===== config.mk =====
export PLATFORM = sky130hd
export DESIGN_NAME = core_seq_ctrl
export DESIGN_NICKNAME = d
export VERILOG_FILES = /design/src/rtl/core_seq_ctrl.sv
export SDC_FILE = /design/constraint.sdc
export NUM_CORES = 1
export LEC_CHECK = 0
export CAP_MARGIN = 20
export CORE_UTILIZATION = 55
export DETAILED_ROUTE_END_ITERATION = 8
export PLACE_DENSITY = 0.8
export SYNTH_ARGS = -nofsm -noshare
export SYNTH_HDL_FRONTEND = slang
export SYNTH_SLANG_ARGS = --single-unit

===== constraint.sdc =====
create_clock -name CLK -period 3.6 [get_ports CLK]
set_input_delay 0.54 -clock CLK [delete_from_list [all_inputs] [get_ports CLK]]
set_output_delay 0.54 -clock CLK [all_outputs]
set_load 0.005 [all_outputs]

===== src/rtl/core_seq_ctrl.sv =====
// Instruction sequencer: instruction pointer, flag branches, call/return stack
// and a segment counter chain fed by the carry out of the instruction pointer.
module core_seq_ctrl #(
  parameter int unsigned IP_W        = 8,
  parameter int unsigned SEG_W       = 8,
  parameter int unsigned SEG_N       = 3,
  parameter int unsigned STACK_DEPTH = 8
) (
  input  logic                         CLK,
  input  logic                         RESET,
  input  logic [IP_W+7:0]              COMMAND_INPUT,
  input  logic                         cmd_valid,
  input  logic                         store_busy,
  input  logic                         fl_zf,
  input  logic                         fl_cf,
  output logic [IP_W-1:0]              IP,
  output logic [SEG_N*SEG_W-1:0]       SEG,
  output logic [SEG_W-1:0]             SEGMENT,
  output logic                         seg_valid,
  output logic [$clog2(STACK_DEPTH):0] stack_level,
  output logic                         stack_ovf,
  output logic                         stack_unf,
  output logic                         halted
);

  localparam int unsigned AW = $clog2(STACK_DEPTH);
  localparam int unsigned LW = AW + 1;

  typedef enum logic [3:0] {
    OP_NOP    = 4'd0,
    OP_JMP    = 4'd1,
    OP_CALL   = 4'd2,
    OP_RET    = 4'd3,
    OP_BREQ   = 4'd4,
    OP_BRNE   = 4'd5,
    OP_BRCS   = 4'd6,
    OP_BRCC   = 4'd7,
    OP_SEGLD  = 4'd8,
    OP_SEGGET = 4'd9,
    OP_HALT   = 4'd10
  } opc_e;

  typedef enum logic {
    ST_RUN  = 1'b0,
    ST_HALT = 1'b1
  } state_e;

  state_e            state_q, state_d;
  logic [IP_W-1:0]   ip_q, ip_d;
  logic [SEG_W-1:0]  seg_q [SEG_N];
  logic [SEG_W-1:0]  seg_d [SEG_N];
  logic [SEG_W-1:0]  segment_q, segment_d;
  logic              seg_valid_q, seg_valid_d;
  logic [LW-1:0]     level_q, level_d;
  logic [IP_W-1:0]   stack_q [STACK_DEPTH];
  logic [IP_W-1:0]   stack_d [STACK_DEPTH];
  logic              ovf_q, ovf_d;
  logic              unf_q, unf_d;

  logic [3:0]        opc;
  logic [3:0]        sel;
  logic [IP_W-1:0]   dat;
  logic [IP_W-1:0]   ip_inc;
  logic [AW-1:0]     top_idx;
  logic              exec;
  logic              sel_ok;
  logic              stack_full;
  logic              stack_empty;
  logic              seq_inc;
  logic              seg_ld;
  logic              carry;
  logic              wrap;

  assign opc         = COMMAND_INPUT[IP_W+7:IP_W+4];
  assign sel         = COMMAND_INPUT[IP_W+3:IP_W];
  assign dat         = COMMAND_INPUT[IP_W-1:0];
  assign ip_inc      = ip_q + 1'b1;
  assign top_idx     = level_q[AW-1:0] - 1'b1;
  assign exec        = cmd_valid & ~store_busy & (state_q == ST_RUN);
  assign sel_ok      = (32'(sel) < SEG_N);
  assign stack_full  = (level_q == LW'(STACK_DEPTH));
  assign stack_empty = (level_q == '0);

  always_comb begin
    state_d     = state_q;
    ip_d        = ip_q;
    seg_d       = seg_q;
    segment_d   = segment_q;
    seg_valid_d = 1'b0;
    level_d     = level_q;
    stack_d     = stack_q;
    ovf_d       = ovf_q;
    unf_d       = unf_q;
    seq_inc     = 1'b0;
    seg_ld      = 1'b0;
    carry       = 1'b0;
    wrap        = 1'b0;

    if (exec) begin
      case (opc)
        OP_JMP: ip_d = dat;
        OP_CALL: begin
          if (stack_full) begin
            ovf_d   = 1'b1;
            seq_inc = 1'b1;
          end else begin
            stack_d[level_q[AW-1:0]] = ip_inc;
            level_d = level_q + 1'b1;
            ip_d    = dat;
          end
        end
        OP_RET: begin
          if (stack_empty) begin
            unf_d   = 1'b1;
            seq_inc = 1'b1;
          end else begin
            ip_d    = stack_q[top_idx];
            level_d = level_q - 1'b1;
          end
        end
        OP_BREQ: if (fl_zf)  ip_d = dat; else seq_inc = 1'b1;
        OP_BRNE: if (!fl_zf) ip_d = dat; else seq_inc = 1'b1;
        OP_BRCS: if (fl_cf)  ip_d = dat; else seq_inc = 1'b1;
        OP_BRCC: if (!fl_cf) ip_d = dat; else seq_inc = 1'b1;
        OP_SEGLD: begin
          seq_inc = 1'b1;
          seg_ld  = sel_ok;
        end
        OP_SEGGET: begin
          seq_inc = 1'b1;
          if (sel_ok) begin
            seg_valid_d = 1'b1;
            for (int unsigned k = 0; k < SEG_N; k++) begin
              if (32'(sel) == k) segment_d = seg_q[k];
            end
          end
        end
        OP_HALT: state_d = ST_HALT;
        default: seq_inc = 1'b1;
      endcase
    end

    if (seq_inc) ip_d = ip_inc;

    // A load wins for its own segment, but the carry it passes on is judged
    // from that segment's old value.
    carry = seq_inc && (ip_q == '1);
    for (int unsigned k = 0; k < SEG_N; k++) begin
      wrap = carry && (seg_q[k] == '1);
      if (seg_ld && (32'(sel) == k)) seg_d[k] = dat[SEG_W-1:0];
      else if (carry)                seg_d[k] = seg_q[k] + 1'b1;
      carry = wrap;
    end
  end

  always_ff @(posedge CLK) begin
    if (RESET) begin
      state_q     <= ST_RUN;
      ip_q        <= '0;
      seg_q       <= '{default: '0};
      segment_q   <= '0;
      seg_valid_q <= 1'b0;
      level_q     <= '0;
      ovf_q       <= 1'b0;
      unf_q       <= 1'b0;
    end else begin
      state_q     <= state_d;
      ip_q        <= ip_d;
      seg_q       <= seg_d;
      segment_q   <= segment_d;
      seg_valid_q <= seg_valid_d;
      level_q     <= level_d;
      ovf_q       <= ovf_d;
      unf_q       <= unf_d;
    end
    stack_q <= stack_d;
  end

  always_comb begin
    SEG = '0;
    for (int unsigned k = 0; k < SEG_N; k++) begin
      SEG[k*SEG_W +: SEG_W] = seg_q[k];
    end
  end

  assign IP          = ip_q;
  assign SEGMENT     = segment_q;
  assign seg_valid   = seg_valid_q;
  assign stack_level = level_q;
  assign stack_ovf   = ovf_q;
  assign stack_unf   = unf_q;
  assign halted      = (state_q == ST_HALT);

endmodule


==> metrics, run 1 <==
status=finished, final reports clean; Cell Count, Final, Fillers Out=673; CTS Buf Count=9; worst hold slack=0.5053 ns; CP cell instances=inv_1 -> ha_1 -> mux4_2 -> and3_1 -> a2111oi_0 -> a2111oi_0; average wire per standard cell=18.92 um; Worst Clk Skew=0.01513 ns; DP Worst Slack=0.5339 ns; delay-heaviest family, CP=adder cells; critical path arrival=2.98 ns; Skew-Pair Late Insertion Delay=0.38 ns; Placed Instances=657; Power Dens Cells=361.9 mW/mm2; register area share after synthesis=54.02%; Max-slew headroom=42.81%; TritonCTS clock tree=done; Cell Int Power=1.716 mW; Worst-Margin Slew=0.8518 ns; Setup CP Type=reg2reg; main area contributors after synthesis=edfxtp_1, dfxtp_1, mux4_2; Total Routing Usage GR=26.61%; Final #Nets=568; Yosys reg bits=112; largest area contributor in the netlist=edfxtp_1; # clock sinks=112; DR vias=4122; Lkg Pwr=2.078 nW; Clock Path Buffers=2; CTS-repair resized insts=0; CP max stage delay=0.78 ns; row cnt=35; grt total ovfl=0; area share of the largest cell type after synthesis=36.01%; fin util=68.34%; Initial Util=57.21%; PortBufs=69; Slew Limit Fails=0; Avg Inst Size Synth=11.26 um2; ANT cells=0; area grow syn2layout=19.46%; fin crit period=2.751 ns; Cell variety after synth=47; Critical-path top delay cell=ha_1; Syn Nets=503; drt pass-1 iters=5; YS warnings=0; final worst setup slack=0.8487 ns; Die ar.=0.01010 mm2; register share of total power=59.7%; FFs w/ async S/R, synth=0%; gpl congestion=0.9129; kind of end point of the critical path=flop; most frequent CP cell=a2111oi_0; fmax=363.5 MHz; DP HPWL=9284 um; first-pass GRT wire length=20230 um; Max VDD drop=0.2985 mV; Syn Inst Count=474; CTS Hold Buffers Added=0; Hold Violations, Final=0; H-tree depth=3; setup violators final=0; total power=2.307 mW; Switching Fraction=25.63%; routed wire length=12730 um; # IOs=70; Logic pwr share=6.8%; area post-placement=0.006162 mm2; ys flop type=edfxtp_1; Req. time, crit path=3.83 ns; Setup Fix Bufs, Post-CTS=0; core area=0.009328 mm2; EDFF count, synth=64; switching pwr=591.3 uW; pin count of the biggest net entering global routing=26; clock-pin slew on the worst setup and hold paths=0.12 ns; share of layout cells above drive strength 1=9.743%; CP Launch Type=flop; TNS Setup=0 ns; CP Max Fanout=16; Worst R2R Setup Slack=0.85 ns; cell area after synthesis=0.005336 mm2; Die X-Extent=100.5 um; Worst Path Buf+Inv=1; Die Height=100.5 um; antenna violations before repair=0; vias in the first global route=3891; RSZ-0062 raised after global routing=no; fin area=0.006375 mm2; number of routed nets with antenna violations=0; 1st-iter DRT viols=305; clock power share=33.5%; worst hold path class=reg2reg; Root Buffer=clkbuf_8; DR vias/cell=6.125; MaxCap Viol Count=0; DRC Markers=0; Final Cycle Share=76.42%
layout by cell type, fill, tap and decap left out, types with 15 or more instances in the layout:
master,count
mux4_2,16
mux2i_1,16
edfxtp_1,64
a211oi_1,30
xnor2_1,15
nand2_1,28
clkdlybuf4s50_1,69
nand3_1,17
nor2_1,68
nor3_1,15
a21oi_1,19
dfxtp_1,48
worst paths after layout:
kind,start,to,depth (start not counted)
worst min-delay path,stack_unf,stack_unf,2
worst max register to register,stack_level[1],IP[2],6
worst max-delay path,stack_level[1],IP[2],6
worst min register to register,stack_unf,stack_unf,2
state kept, by name (all words and copies together), names as in the netlist:
register     count
halted           1
stack_ovf        1
stack_level      4
seg_valid        1
IP               8
SEG             24
SEGMENT          8
stack_q         64
stack_unf        1
cell usage after synthesis (12+ instances only):
cell type  count
a211oi_1      30
a21oi_1       19
clkbuf_1      16
dfxtp_1       48
edfxtp_1      64
mux2i_1       16
mux4_2        16
nand2_1       28
nand3_1       17
nand4_1       12
nor2_1        68
nor3_1        15
xnor2_1       15
xor2_1        13
per-layer routing:
metal / GRT usage (%) / wire length [um] / part of all wire (%) / up-vias
li1: - / - / - / 1916
met1: 33.19 / 5267 / 41 / 2032
met2: 46.36 / 6531 / 51 / 148
met3: 4.854 / 648 / 5.1 / 26
met4: 9.810 / 282 / 2.2 / 0
met5: 0 / 0 / 0 / -
cells by family (layout without fill, tap and decap cells):
| logic type | after synthesis | count (layout) | synth area share (%) |
|---|---|---|---|
| flip-flops | 112 | 112 | 54.02 |
| AND/OR/NAND/NOR | 182 | 182 | 17.19 |
| buffers and inverters | 34 | 104 | 2.743 |
| multiplexers | 32 | 32 | 9.754 |
| adder cells (fa/ha/maj) | 7 | 7 | 1.641 |
| XOR/XNOR | 28 | 28 | 4.596 |
| AO/OA/AOI/OAI | 79 | 79 | 10.06 |
worst reg2reg max path, cell delays in order, from the launching register on:
cell and delay (ns):
dfxtp_1 0.50, inv_1 0.20, ha_1 0.78, mux4_2 0.41, and3_1 0.19, a2111oi_0 0.41
a2111oi_0 0.12
power by group through the flow:
stage	sequential [mW]	combinational, mW	clock, mW
after detailed placement	1.41	0.155	0
final	1.38	0.157	0.774
after global routing	1.38	0.171	0.830
after floorplan	1.40	0.0856	0
after CTS	1.38	0.156	0.784
after global placement	1.40	0.151	0
layout make-up:
class,instances,area (um2)
Fill cell,727,2953
Clock buffer,9,123.9
Tap cell,129,161.4
Clock inverter,7,88.84
Timing Repair Buffer,82,788.3
Sequential cell,112,2883
Inverter,6,22.52
Multi-Input combinational cell,328,2307
No activity file was read; power rests on OpenSTA's default activity.
==> inputs of run 2 (changes only) <==
--- a/config.mk
+++ b/config.mk
@@ -6,9 +6,9 @@
 export NUM_CORES = 1
 export LEC_CHECK = 0
 export CAP_MARGIN = 20
-export CORE_UTILIZATION = 55
+export CORE_UTILIZATION = 50
 export DETAILED_ROUTE_END_ITERATION = 8
-export PLACE_DENSITY = 0.8
+export PLACE_DENSITY = 0.76
 export SYNTH_ARGS = -nofsm -noshare
 export SYNTH_HDL_FRONTEND = slang
 export SYNTH_SLANG_ARGS = --single-unit
==> constraint.sdc (replaced) <==
create_clock -name CLK -period 2.36 [get_ports CLK]
set_input_delay 0.354 -clock CLK [delete_from_list [all_inputs] [get_ports CLK]]
set_output_delay 0.354 -clock CLK [all_outputs]
set_load 0.005 [all_outputs]
==> run 2 against run 1 <==
Against the previous run: cell area up 6.1%; clock power grew 52%; combinational power is 82% higher; clock skew grew 0.00064 ns; die area rose by 9.8%; hold slack lost 0.015 ns; core utilization decreased by 2.8 points.
==> metrics, run 2 (synthesis gave the netlist of run 1 again) <==
status=finished, final reports clean; Worst Hold Depth=2 (unchanged); gpl congestion=0.9180 (+0.56%); antenna violations before repair=0 (unchanged); Cell Count, Final, Fillers Out=725 (+7.7%); Worst Clk Skew=0.01577 ns (+0.0006418 ns); Hold Violations, Final=0 (unchanged); DR vias/cell=5.939 (-3.0%); MaxCap Viol Count=0 (unchanged); average wire per standard cell=18.63 um (-1.5%); TNS Setup=0 ns (unchanged); clock power share=33.1% (-0.4 points); row cnt=37 (+5.7%); Placed Instances=709 (+7.9%); Total Routing Usage GR=25.50% (-1.1 points); TritonCTS clock tree=done; final worst setup slack=0.1765 ns (-0.6723 ns); # IOs=70 (unchanged); switching pwr=914.6 uW (+55%); CP cell instances=ha_1 -> nand3_1 -> and4bb_2 -> nand2_1 -> nor4_1 -> xnor2_1 -> a211oi_1; hold_sp=stack_ovf; RSZ-0062 raised after global routing=no; R2R Path End=SEG[15]; Hold Path Sink=stack_ovf; Met3 Routed Length=852 um (+31%); worst hold path class=reg2reg; Switching Fraction=25.70% (+0.077 points); most frequent cells in the layout=clkdlybuf4s50_1, nor2_1, edfxtp_1; Worst R2R Setup Slack=0.18 ns (-0.67 ns); Setup CP Type=reg2reg; core area=0.01032 mm2 (+11%); CP Max Fanout=6 (-10); number of routed nets with antenna violations=0 (unchanged); Logic pwr share=8.0% (+1.2 points); CP max stage delay=0.42 ns (-0.36 ns); first-pass GRT wire length=21310 um (+5.4%); grt total ovfl=0 (unchanged); routed wire length=13510 um (+6.1%); worst reg2reg path depth=7 (+1); DR vias=4306 (+4.5%); Final #Nets=613 (+7.9%); met1 wire length=5173 um (-1.8%); met2 wire len=7038 um (+7.8%); Root Buffer=clkbuf_8; ANT cells=0 (unchanged); pin count of the biggest net entering global routing=26 (unchanged); Power Dens Cells=526.2 mW/mm2 (+45%); Die X-Extent=105.3 um (+4.8%); area grow syn2layout=26.73%; register share of total power=58.9% (-0.8 points); share of layout cells above drive strength 1=17.32% (+7.6 points); CP Launch Type=flop; fin crit period=2.184 ns (-0.5677 ns); # clock sinks=112 (unchanged); reg2reg start=IP[1]; fmax=458.0 MHz (+26%); H-tree depth=3 (unchanged); DP Worst Slack=-0.1706 ns (-0.7046 ns); CTS-repair resized insts=0 (unchanged); Initial Util=51.69% (-5.5 points); kind of end point of the critical path=flop; setup violators final=0 (unchanged); Worst-Margin Slew=0.6613 ns (-0.1905 ns); clock-pin slew on the worst setup and hold paths=0.11 ns (about the same); Slew Limit Fails=0 (unchanged); Lkg Pwr=2.304 nW (+11%); Cell Int Power=2.644 mW (+54%); Setup Fix Bufs, Post-CTS=0 (unchanged); drt pass-1 iters=5 (unchanged); max layer used=met4; critical path arrival=2.49 ns (-0.49 ns); vias in the first global route=4139 (+6.4%); number of flip-flops under the largest register name=64 (unchanged); worst hold slack=0.4907 ns (-0.01454 ns); DRC Markers=0 (unchanged); FILL cells=781 (+7.4%); CTS Buf Count=9 (unchanged); Critical-path top delay cell=dfxtp_1; Die ar.=0.01109 mm2 (+9.8%); Req. time, crit path=2.67 ns (-1.16 ns); DP HPWL=9968 um (+7.4%); Biggest register=stack_q; 1st-iter DRT viols=268 (-12%); Die Height=105.3 um (+4.8%); Skew-Pair Late Insertion Delay=0.39 ns (about the same); CTS Hold Buffers Added=0 (unchanged); Max-slew headroom=55.60% (+13 points); Final Cycle Share=92.52% (+16 points); commonest non-fill, non-tap cell in the layout=clkdlybuf4s50_1; Max VDD drop=0.5176 mV (+73%); Clock Path Buffers=2 (unchanged); PortBufs=69 (unchanged)
## run 2: final cells by class
class	instances	area, um2	share of cell area (%)
Timing Repair Buffer	127	1151	17.02
Clock inverter	7	92.59	1.369
Inverter	6	22.52	0.3330
Clock buffer	9	123.9	1.832
Tap cell	136	170.2	2.516
Multi-Input combinational cell	328	2320	34.30
Sequential cell	112	2883	42.63
## run 2: critical path, delay by kind of cell, from the launching register on
family                   cells  cell delay [ns]
AO/OA/AOI/OAI                1             0.23
XOR/XNOR                     1             0.10
adder cells (fa/ha/maj)      1             0.27
flip-flops                   1             0.42
AND/OR/NAND/NOR              4             1.07
## run 2: worst max-delay path by stage
stage | start | end | slack [ns] | cells after the start
floorplan | stack_level[0] | SEG[21] | 0.005 | 11
global placement | cmd_valid | IP[5] | -0.13 | 6
detailed placement | cmd_valid | IP[1] | -0.17 | 6
CTS | IP[1] | SEG[15] | 0.19 | 7
global route | IP[1] | SEG[15] | 0.03 | 7
finish | IP[1] | SEG[15] | 0.18 | 7
## run 2: metal layers
layer | global-route usage, % | vias to the layer above
met5 | 0 | -
li1 | - | 2006
met3 | 4.576 | 41
met4 | 12.47 | 0
met2 | 45.54 | 186
met1 | 29.39 | 2073
## run 2: power by group through the flow
| stage | Combinational (mW) | Sequential, mW | Clock [mW] |
|---|---|---|---|
| 2_1_floorplan | 0.134 | 2.14 | 0 |
| 3_3_place_gp | 0.276 | 2.14 | 0 |
| 3_5_place_dp | 0.284 | 2.14 | 0 |
| 4_1_cts | 0.285 | 2.09 | 1.20 |
| 5_1_grt | 0.309 | 2.10 | 1.28 |
| 6_report | 0.286 | 2.09 | 1.18 |
## run 2: metrics by stage
stage / power, mW / cell area (um2) / utilization (%)
floorplan: 2.271 / 5360 / -
global placement: 2.413 / 6546 / 63.41
detailed placement: 2.423 / 6546 / 63.41
CTS: 3.579 / 6763 / 65.51
global route: 3.686 / 6763 / 65.51
finish: 3.558 / 6763 / 65.51
==> inputs of run 3 (changes only) <==
--- a/config.mk
+++ b/config.mk
@@ -7,6 +7,7 @@
 export LEC_CHECK = 0
 export CAP_MARGIN = 20
 export CORE_UTILIZATION = 50
+export CTS_CLUSTER_DIAMETER = 30
 export DETAILED_ROUTE_END_ITERATION = 8
 export PLACE_DENSITY = 0.76
 export SYNTH_ARGS = -nofsm -noshare
==> results of run 3 <==
Same layout as run 2: the final DEF is identical, and so are final timing and power.
